$ cat config.mk
export PLATFORM = sky130hd
export DESIGN_NAME = codec_cfg_sequencer_flat
export DESIGN_NICKNAME = d
export VERILOG_FILES = /design/src/rtl/codec_cfg_pkg.sv /design/src/rtl/codec_cfg_sequencer_if.sv /design/src/rtl/codec_cfg_rom.sv /design/src/rtl/codec_cfg_sequencer.sv /design/src/flat_wrapper.sv
export SDC_FILE = /design/constraint.sdc
export NUM_CORES = 1
export LEC_CHECK = 0
export ABC_AREA = 1
export BUFFER_PORTS_ARGS = -buffer_cell sky130_fd_sc_hd__buf_2
export CAP_MARGIN = 20
export CORE_ASPECT_RATIO = 2
export CORE_MARGIN = 2
export CORE_UTILIZATION = 59
export CTS_CLUSTER_SIZE = 28
export DETAILED_ROUTE_END_ITERATION = 8
export PLACE_DENSITY = 0.84
export SETUP_SLACK_MARGIN = 0.15
export SLEW_MARGIN = 10
export SYNTH_ARGS = -nofsm -noshare
export SYNTH_HDL_FRONTEND = slang
export SYNTH_SLANG_ARGS = --single-unit
$ cat constraint.sdc
create_clock -name clk -period 2.3 [get_ports clk]
set_input_delay 0.115 -clock clk [delete_from_list [all_inputs] [get_ports clk]]
set_output_delay 0.115 -clock clk [all_outputs]
set_load 0.02 [all_outputs]
$ cat src/rtl/codec_cfg_pkg.sv
// Shared types and boot-table constants for the codec configuration sequencer.
// No logic beyond the frame packing helper.
package codec_cfg_pkg;

    typedef logic [2:0] state_t;

    localparam state_t ST_IDLE      = 3'd0;
    localparam state_t ST_LOAD      = 3'd1;
    localparam state_t ST_GO        = 3'd2;
    localparam state_t ST_WAIT_BUSY = 3'd3;
    localparam state_t ST_WAIT_DONE = 3'd4;
    localparam state_t ST_SETTLE    = 3'd5;
    localparam state_t ST_DONE      = 3'd6;
    localparam state_t ST_ERROR     = 3'd7;

    typedef struct packed {
        logic [6:0] reg_addr;
        logic [8:0] val;
    } cfg_word_t;

    typedef struct packed {
        logic [7:0] dev_addr;
        logic [6:0] reg_addr;
        logic [8:0] val;
    } frame_t;

    localparam int BOOT_LEN = 11;

    // Codec reset first, activation (R9) last.
    localparam cfg_word_t BOOT_TABLE [0:BOOT_LEN-1] = '{
        '{7'd15, 9'h000},
        '{7'd0,  9'h017},
        '{7'd1,  9'h017},
        '{7'd2,  9'h079},
        '{7'd3,  9'h079},
        '{7'd4,  9'h012},
        '{7'd5,  9'h000},
        '{7'd6,  9'h000},
        '{7'd7,  9'h042},
        '{7'd8,  9'h019},
        '{7'd9,  9'h001}
    };

    function automatic frame_t pack_frame(input logic [7:0] dev, input cfg_word_t w);
        frame_t f;
        f.dev_addr = dev;
        f.reg_addr = w.reg_addr;
        f.val      = w.val;
        return f;
    endfunction

endpackage

$ cat src/rtl/codec_cfg_sequencer_if.sv
// Handshake between the sequencer (master) and the I2C write engine (slave).
// GO is a one-cycle pulse; data is held until the engine raises ready again.
interface codec_cfg_sequencer_if;
    logic        eng_go;
    logic [23:0] eng_data;
    logic        eng_ready;

    modport master (output eng_go, output eng_data, input eng_ready);
    modport slave  (input eng_go, input eng_data, output eng_ready);
endinterface

$ cat src/rtl/codec_cfg_rom.sv
// Boot table lookup: index -> {reg, val}.
// Latency: combinational. Backpressure: none.
module codec_cfg_rom
    import codec_cfg_pkg::*;
#(
    parameter int NUM_WORDS = 11
) (
    input  logic [3:0] idx,
    output cfg_word_t  word
);

    always_comb begin
        word = '0;
        if (int'(idx) < NUM_WORDS && int'(idx) < BOOT_LEN)
            word = BOOT_TABLE[idx];
    end

endmodule

$ cat src/rtl/codec_cfg_sequencer.sv
// Boot/runtime codec register writer with watchdog and retry; runtime writes under CODEC_CFG_RUNTIME_WR_EN.
// Latency: first GO two edges after reset release; per word 3 + engine time + SETTLE_CYC.
// Backpressure: waits on eng_ready; wr_req is only accepted in DONE.
module codec_cfg_sequencer
    import codec_cfg_pkg::*;
#(
    parameter int         NUM_WORDS   = 11,
    parameter logic [7:0] DEV_ADDR    = 8'h34,
    parameter int         SETTLE_CYC  = 4,
    parameter int         TIMEOUT_CYC = 64,
    parameter int         MAX_RETRY   = 3
) (
    input  logic                  clk,
    input  logic                  reset,
    input  logic                  start,
    codec_cfg_sequencer_if.master eng,
    output logic                  busy,
    output logic                  done,
    output logic                  err,
    output logic [3:0]            idx
`ifdef CODEC_CFG_RUNTIME_WR_EN
    ,
    input  logic                  wr_req,
    input  logic [6:0]            wr_reg,
    input  logic [8:0]            wr_val,
    output logic                  wr_gnt
`endif
);

    state_t      state, state_nxt;
    logic        go_q;
    frame_t      data_q;
    logic [15:0] wdog;
    logic [15:0] settle_cnt;
    logic [3:0]  retry;
    logic        rt_active;
    logic        rt_take;
    frame_t      rt_frame;
    cfg_word_t   rom_word;

    logic wd_expire, settle_last, last_word, retry_ok;

    codec_cfg_rom #(.NUM_WORDS(NUM_WORDS)) u_rom (
        .idx  (idx),
        .word (rom_word)
    );

`ifdef CODEC_CFG_RUNTIME_WR_EN
    assign rt_take  = (state == ST_DONE) && wr_req && !start;
    assign wr_gnt   = rt_take;
    assign rt_frame = '{dev_addr: DEV_ADDR, reg_addr: wr_reg, val: wr_val};
`else
    assign rt_take  = 1'b0;
    assign rt_frame = '0;
`endif

    // wdog holds (cycles since GO) - 1, so expiry lands the retry GO exactly TIMEOUT_CYC after the last one.
    assign wd_expire   = (wdog >= 16'(TIMEOUT_CYC - 2));
    assign settle_last = (settle_cnt == 16'(SETTLE_CYC - 1));
    assign last_word   = (idx == 4'(NUM_WORDS - 1));
    assign retry_ok    = (retry < 4'(MAX_RETRY));

    always_comb begin
        state_nxt = state;
        case (state)
            ST_IDLE:      state_nxt = ST_LOAD;
            ST_LOAD:      state_nxt = ST_GO;
            ST_GO:        state_nxt = ST_WAIT_BUSY;
            ST_WAIT_BUSY: begin
                if (!eng.eng_ready)  state_nxt = ST_WAIT_DONE;
                else if (wd_expire)  state_nxt = retry_ok ? ST_GO : ST_ERROR;
            end
            // ready wins over a simultaneous watchdog expiry
            ST_WAIT_DONE: begin
                if (eng.eng_ready)   state_nxt = ST_SETTLE;
                else if (wd_expire)  state_nxt = retry_ok ? ST_GO : ST_ERROR;
            end
            ST_SETTLE: begin
                if (settle_last)     state_nxt = (rt_active || last_word) ? ST_DONE : ST_LOAD;
            end
            ST_DONE: begin
                if (start)           state_nxt = ST_IDLE;
                else if (rt_take)    state_nxt = ST_LOAD;
            end
            ST_ERROR: begin
                if (start)           state_nxt = ST_IDLE;
            end
            default:                 state_nxt = ST_IDLE;
        endcase
    end

    always_ff @(posedge clk or negedge reset) begin
        if (!reset) begin
            state      <= ST_IDLE;
            go_q       <= 1'b0;
            data_q     <= '0;
            idx        <= '0;
            err        <= 1'b0;
            retry      <= '0;
            wdog       <= '0;
            settle_cnt <= '0;
            rt_active  <= 1'b0;
        end else begin
            state <= state_nxt;
            go_q  <= (state_nxt == ST_GO);
            case (state)
                ST_LOAD: begin
                    if (!rt_active)
                        data_q <= pack_frame(DEV_ADDR, rom_word);
                end
                ST_GO: wdog <= '0;
                ST_WAIT_BUSY, ST_WAIT_DONE: begin
                    wdog <= wdog + 16'd1;
                    if (state_nxt == ST_GO)     retry <= retry + 4'd1;
                    if (state_nxt == ST_ERROR)  err   <= 1'b1;
                    if (state_nxt == ST_SETTLE) begin
                        retry      <= '0;
                        settle_cnt <= '0;
                    end
                end
                ST_SETTLE: begin
                    if (state_nxt != ST_SETTLE) begin
                        rt_active <= 1'b0;
                        if (state_nxt == ST_LOAD)
                            idx <= idx + 4'd1;
                    end else begin
                        settle_cnt <= settle_cnt + 16'd1;
                    end
                end
                ST_DONE, ST_ERROR: begin
                    if (start) begin
                        idx       <= '0;
                        err       <= 1'b0;
                        retry     <= '0;
                        rt_active <= 1'b0;
                    end else if (rt_take) begin
                        rt_active <= 1'b1;
                        data_q    <= rt_frame;
                    end
                end
                default: ;
            endcase
        end
    end

    assign eng.eng_go   = go_q;
    assign eng.eng_data = data_q;
    assign busy         = (state != ST_DONE) && (state != ST_ERROR);
    assign done         = (state == ST_DONE);

endmodule

$ cat src/flat_wrapper.sv
// flat-port wrapper written by rule: the top's interface ports become plain ports
module codec_cfg_sequencer_flat import codec_cfg_pkg::*;
#(
    parameter int         NUM_WORDS   = 11,
    parameter logic [7:0] DEV_ADDR    = 8'h34,
    parameter int         SETTLE_CYC  = 4,
    parameter int         TIMEOUT_CYC = 64,
    parameter int         MAX_RETRY   = 3
)
  (clk, reset, start, busy, done, err, idx, eng_eng_go, eng_eng_data, eng_eng_ready);
  codec_cfg_sequencer_if eng_i ();
  input  logic clk;
  input  logic reset;
  input  logic start;
  output logic busy;
  output logic done;
  output logic err;
  output logic [3:0] idx;
  output wire logic [$bits(eng_i.eng_go)-1:0] eng_eng_go;
  output wire logic [$bits(eng_i.eng_data)-1:0] eng_eng_data;
  input wire logic [$bits(eng_i.eng_ready)-1:0] eng_eng_ready;
  assign eng_eng_go = eng_i.eng_go;
  assign eng_eng_data = eng_i.eng_data;
  assign eng_i.eng_ready = eng_eng_ready;
  codec_cfg_sequencer #(.NUM_WORDS(NUM_WORDS), .DEV_ADDR(DEV_ADDR), .SETTLE_CYC(SETTLE_CYC), .TIMEOUT_CYC(TIMEOUT_CYC), .MAX_RETRY(MAX_RETRY)) u_core (.clk(clk), .reset(reset), .start(start), .eng(eng_i), .busy(busy), .done(done), .err(err), .idx(idx));
endmodule
# Word-level counts from Yosys, hierarchy flattened
# Memories as Yosys holds them, arrays and structs flattened.
# Index checks and enable logic that the tools add are counted.
[classes] addsub=4 multipliers=0 n_div=0 magnitude_cmp=4 n_eq_ne=23 shifts=0 n_mux=27 n_bitwise=2 reduce_logical=15
[op_table] cell="$mux W16" count=5
[op_table] cell="$pmux W16 S2" count=2
[op_table] cell="$add A16 B1 Y16 const B" count=2
[op_table] cell="$mux W3" count=7
[op_table] cell="$pmux W3 S7" count=1
[op_table] cell="$mux W4" count=5
[op_table] cell="$eq A3 B3 Y1 const B" count=6
[op_table] cell="$eq A16 B2 Y1 const B" count=1
[op_table] cell="$ge A16 B6 Y1 const B" count=1
[op_table] cell="$pmux W4 S2" count=2
[op_table] cell="$reduce_and A3 Y1" count=4
[op_table] cell="$ne A2 B1 Y1 const B" count=5
[op_table] cell="$eq A3 B2 Y1 const B" count=3
[op_table] cell="$ne A3 B3 Y1 const B" count=3
[op_table] cell="$add A4 B1 Y4 const B" count=2
[op_table] cell="$reduce_bool A2 Y1" count=4
[op_table] cell="$eq A3 B1 Y1 const B" count=2
[op_table] cell="$ge A5 B5 Y1 const B" count=1
[op_table] cell="$not A4 Y5" count=1
[op_table] cell="$eq A4 B4 Y1 const B" count=1
[op_table] cell="$lt A4 B2 Y1 const B" count=1
[op_table] cell="$lt A4 B4 Y1 const B" count=1
[op_table] cell="$pmux W1 S2" count=2
[op_table] cell="$reduce_and A4 Y1" count=1
[op_table] cell="9 further kinds" count=12
[totals] regBits=63 latchBits=0 ram_bits=0 mem_bits_ro=256 in_bits=4 output_inout_bits=32 elab_cells=87 mem_count=1
[memory_table] name="(name not given)" depth=16 width=16 read_ports=1 rd_clocked_by_memory_dff=0 write_ports=0 line_no="codec_cfg_rom.sv:15" text="word = BOOT_TABLE[idx];"

# Depth between registers and ports, before layout
[depth] ltp_word=9 depth_mapped=16 depth_no_buf=16

# Hierarchy
# From an unflattened synthesis, not the netlist that was laid out.
[unflattened] hier_cells=459 hier_area_um2=3731.1
[by_module_without_submodules] mod="codec_cfg_sequencer" instances=1 cells_per_inst=395 area_each_um2=3403.3 seq_area_each_um2=1551.5
[by_module_without_submodules] mod="codec_cfg_rom" instances=1 cells_per_inst=64 area_each_um2=327.8 seq_area_each_um2=0.0

# Least setup slack after synthesis
# OpenSTA, ideal clock, no wires.
[synth_timing] kind="reg-to-reg" start="reg u_core.idx[0]" end="reg u_core.settle_cnt[7]" setup_ps=134 arrival_ps=1757 required_ps=2166 path_slack_ps=409 stages_incl_launch_ff=12 path_buffers=1 path_cell_list="dfrtp_1 > inv_1 > ha_1 > nand3_1 > nand3_1 > nand3_1 > nand3_2 > inv_2 > nand3_4 > inv_4 > buf_12 > o32ai_2"
[synth_via] elab_chain_cells=8
[synth_rtl] item="start: declaration" line_no="codec_cfg_sequencer.sv:20" text="output logic [3:0] idx"
[synth_rtl] item="start signal: assignment" line_no="codec_cfg_sequencer.sv:125" text="idx <= idx + 4'd1;"
[synth_rtl] item="$eq A4 B4 Y1 *" line_no="codec_cfg_sequencer.sv:60" text="assign last_word = (idx == 4'(NUM_WORDS - 1));"
[synth_rtl] item="$logic_or A1 B1 Y1 *" line_no="codec_cfg_sequencer.sv:79" text="if (settle_last) state_nxt = (rt_active || last_word) ? ST_DONE : ST_LOAD;"
[synth_rtl] item="$mux W3 * (2 in series)" line_no="codec_cfg_sequencer.sv:79"
[synth_rtl] item="$pmux W3 S7 *" line_no="codec_cfg_sequencer.sv:65" text="case (state)"
[synth_rtl] item="named net u_core.state_nxt[1]" line_no="codec_cfg_sequencer.sv:30" text="state_t state, state_nxt;"
[synth_rtl] item="$ne A3 B3 Y1 or $eq A3 B3 Y1 (tied branches)" line_no="codec_cfg_sequencer.sv:122, codec_cfg_sequencer.sv:116"
[synth_rtl] item="$ne A2 B2 Y1 (no source line) or $ne A2 B1 Y1 (tied branches)"
[synth_rtl] item="$reduce_and A3 Y1 (no source line) *"
[synth_rtl] item="end signal: assignment" line_no="codec_cfg_sequencer.sv:127" text="settle_cnt <= settle_cnt + 16'd1;"
[synth_rtl] item="end: declaration" line_no="codec_cfg_sequencer.sv:34" text="logic [15:0] settle_cnt;"
# The timed path passes the listed nets; every way through them passes the cells marked *.
# A chain may end at the register's enable or synchronous reset.

# Final worst setup path
[layout_timing] start="reg u_core.settle_cnt[0]" end="reg u_core.idx[2]"
[layout_via] elab_chain_cells=6
[layout_rtl] item="$eq A16 B2 Y1 *" line_no="codec_cfg_sequencer.sv:59" text="assign settle_last = (settle_cnt == 16'(SETTLE_CYC - 1));"
[layout_rtl] item="$mux W3 *" line_no="codec_cfg_sequencer.sv:79"
[layout_rtl] item="$pmux W3 S7 *" line_no="codec_cfg_sequencer.sv:65"
[layout_rtl] item="$ne A3 B3 Y1 or $eq A3 B1 Y1 (tied branches)" line_no="codec_cfg_sequencer.sv:122, codec_cfg_sequencer.sv:124"
[layout_rtl] item="$ne A2 B1 Y1 (no source line)"
[layout_rtl] item="$reduce_and A4 Y1 (no source line) *"
# Mark *: on every way between the ends. The rest lies on a longest branch, timed or not.

==> summary.md <==
| Metric | Value |
|---|---|
| CTS sink count | `between 50 and 60` |
| Synth-to-layout area growth | `13.2%` |
| Final net count | `462` |
| Setup violations, final | `0` |
| Clk root buf | `clkbuf_16` |
| H-tree levels | `3` |
| FF-to-FF setup slack | `0.32 ns` |
| FF-to-FF End | `u_core.idx[2]` |
| Die extent in y | `between 100 and 150 µm` |
| Max-Slew Margin vs Limit | `between 60% and 70%` |
| Crit. Startpoint | `u_core.settle_cnt[0]` |
| Hold Crit Class | `in2async` |
| Routability cong. | `0.929` |
| WHS | `0.150 ns` |
| Seq cells post-synth | `57` |
| Max-cap violation count | `0` |
| DR pass1 iterations | `5` |
| Skew final | `0.00791 ns` |
| Area of the multi-input gates | `between 0.0015 and 0.002 mm²` |
| Antenna diodes | `0` |
| DR vias/cell | `approximately 5.6` |
| Max Fclk | `0.504 GHz` |
| Crit path DAT | `between 2 and 2.5 ns` |
| Num CTS Buffers | `9` |
| First-pass GRT wire length | `roughly 12000 µm` |
| DRT antenna net count | `0` |
| Synthesis Warnings | `0` |
| Reg2Reg Depth | `9` |
| Register area | `around 0.0014 mm²` |
| NetSw | `2.28 mW` |
| RSZ-0062 raised after global routing | `yes` |
| Post-CTS setup buffer count | `0` |
| Post-synthesis sequential area ratio | `42.1%` |
| IO Pins | `36` |
| Top FF cell, synth | `dfrtp_1` |
| Fin crit share | `86.2%` |
| WL/cell | `14.0 µm` |
| Register share of total power | `a little under a third` |
| Die Wd | `roughly 58 µm` |
| Avg Cell Area, Syn | `8.14 µm²` |
| Power share of the combinational group | `44.4%` |
| Core area | `0.00561 mm²` |
| DR DRC count | `0` |
| Reg clk slew, reported paths | `around 0.050 ns` |
| Final WL | `7220 µm` |
| Proportion of layout cells with a drive suffix above 1 | `a little under a fifth` |
| Mapped Cells | `around 420` |
| Internal | `just under 3 mW` |
| Pleak | `1.82 nW` |
| CP required | `2.52 ns` |
| Vias in the first global route | `approximately 2800` |
| Worst Setup End Kind | `flop` |
| Grt total ovfl | `0` |
| Routed via count | `between 2000 and 3000` |
| Clock buffer depth | `2` |
| Area of the mapped netlist | `0.00338 mm²` |
| GRT Util Overall | `24.5%` |
| Die area | `roughly 0.0064 mm²` |
| Total negative slack | `0 ns` |
| Least-Margin Pin Slew | `0.544 ns` |
| Worst setup SP type | `flop` |
| Max Fanout on Critical Path | `5` |
| # port buffers | `25` |
| Reg2reg start | `u_core.settle_cnt[0]` |
| Max-slew violations | `0` |
| Hold violation count in the final report | `0` |
| Post-synthesis async set-or-reset flop share | `between 90% and 100%` |
| CTS tree | `yes` |
| Status | `finished clean` |
| Worst IR Drop VDD | `1210 µV` |
| Crit Path Class | `reg2reg` |
| Post-synth EDFFs | `0` |
| Fin crit period | `1.98 ns` |
| # rows | `39` |
| Largest net degree at the start of global routing | `31` |
| Sw Ratio | `~44%` |
| Synth unique cells | `45` |
| Worst-skew pair later-pin latency | `0.33 ns` |
| DR iter-0 viols | `200` |
| Clock power frac | `25.0%` |
| Fill cells | `449` |
| Pwr Density | `~1400 mW/mm²` |
| Starting Density | `60.3%` |
| Initial antenna violation count | `0` |
| Post-DP HPWL | `5080 µm` |
==> per-layer routing <==
| layer | GRT usage (%) | routed length [µm] | vias up |
|---|---|---|---|
| li1 | - | - | 1430 |
| met1 | 31.7 | 3050 | 1376 |
| met2 | 37.5 | 3700 | 85 |
| met3 | 5.83 | 306 | 17 |
| met4 | 12.6 | 163 | 0 |
| met5 | 0 | 0 | - |
==> registers in the layout (all words and copies together) (netlist names) <==
| register | cells |
|---|---|
| u_core.eng.eng_go | 1 |
| u_core.idx | 4 |
| u_core.retry | 4 |
| u_core.err | 1 |
| u_core.settle_cnt | 16 |
| u_core.state | 3 |
| u_core.eng.eng_data | 12 |
| u_core.wdog | 16 |
==> power by group through the flow <==
stage | Sequential, mW | Combinational (mW) | Clock (mW)
2_1_floorplan | 1.69 | 1.65 | 0
3_3_place_gp | 1.60 | 2.22 | 0
3_5_place_dp | 1.60 | 2.26 | 0
4_1_cts | 1.59 | 2.30 | 1.32
5_1_grt | 1.64 | 2.56 | 1.37
6_report | 1.60 | 2.31 | 1.30
==> stage by stage <==
| stage | utilization [%] | area [µm²] | total power, mW | instances | setup WS [ns] |
|---|---|---|---|---|---|
| 2_1_floorplan | - | 3420 | 3.34 | 425 | 0.409 |
| 3_3_place_gp | 62.8 | 3530 | 3.81 | 498 | 0.365 |
| 3_5_place_dp | 62.8 | 3530 | 3.86 | 498 | 0.288 |
| 4_1_cts | 68.2 | 3830 | 5.20 | 515 | 0.255 |
| 5_1_grt | 68.3 | 3830 | 5.57 | 515 | 0.120 |
| 6_report | 68.3 | 3830 | 5.21 | 515 | 0.316 |
==> cell families after synthesis <==
group                    Yosys count  synth area share (%)
AND/OR/NAND/NOR                  197                  27.2
adder cells (fa/ha/maj)            9                  3.33
AO/OA/AOI/OAI                     70                  13.9
XOR/XNOR                          11                  2.85
other                              1                 0.111
buffers and inverters             68                  9.50
flip-flops                        57                  42.1
multiplexers                       3                 0.887
==> Yosys cell counts (3+ instances only) <==
library cell	count	share of area [%]
nand3_1	33	4.9
xor2_1	11	2.8
clkbuf_1	3	0.33
dfrtp_1	57	42
nand2_1	81	9.0
a21oi_1	15	2.2
nor3_1	8	1.2
nand4_1	5	0.92
ha_1	9	3.3
o21ai_0	28	4.1
nor2_1	48	5.3
nand2_2	3	0.55
o31ai_1	3	0.67
buf_4	12	2.7
mux2i_1	3	0.89
o22ai_2	7	2.6
nand3_2	3	0.89
inv_1	38	4.2
inv_2	11	1.2
==> worst max-delay path by stage <==
| stage | endpoint | cells after the start | slack (ns) |
|---|---|---|---|
| after global placement | u_core.settle_cnt[6] | 12 | 0.37 |
| after CTS | u_core.settle_cnt[6] | 11 | 0.25 |
| final | u_core.idx[2] | 9 | 0.32 |
| after global routing | u_core.settle_cnt[6] | 11 | 0.12 |
| after detailed placement | u_core.settle_cnt[1] | 11 | 0.29 |
| after floorplan | u_core.settle_cnt[7] | 11 | 0.41 |
==> layout by cell type (no fill, tap or decap), types with 8 or more instances in the layout <==
cell and count:
nand2_1 81, dfrtp_1 56, nor2_1 47, inv_1 38, nand3_1 33, o21ai_0 28, buf_2 25, a21oi_1 15
inv_2 11, xor2_1 11, conb_1 10, ha_1 9, clkbuf_16 9, nor3_1 8
==> cell type report <==
| cell class | count | area share, % |
|---|---|---|
| clock buffer | 13 | 6.53 |
| clock inverter | 3 | 1.04 |
| inverter | 50 | 5.03 |
| multi-input combinational | 300 | 43.6 |
| sequential | 57 | 37.3 |
| tap | 61 | 1.99 |
| timing repair buffer | 31 | 4.51 |
==> critical path, cell delays in order (launching register included) <==
cell and delay (ns):
dfrtp_1 0.41, ha_1 0.24, nand2_1 0.07, nor2_1 0.14
nand3_1 0.16, a21oi_1 0.16, o21ai_0 0.22, nor2_1 0.28
a31o_2 0.16, a21oi_2 0.03
==> repair_timing <==
| action | 4_1_cts | 5_1_grt |
|---|---|---|
| hold buffers | 1 | 0 |
| hold endpoints to repair | 57 | 0 |
| resized for setup | 0 | 3 |
| endpoints found under the setup margin | 0 | 17 |
Power figures use the tool's default switching activity.
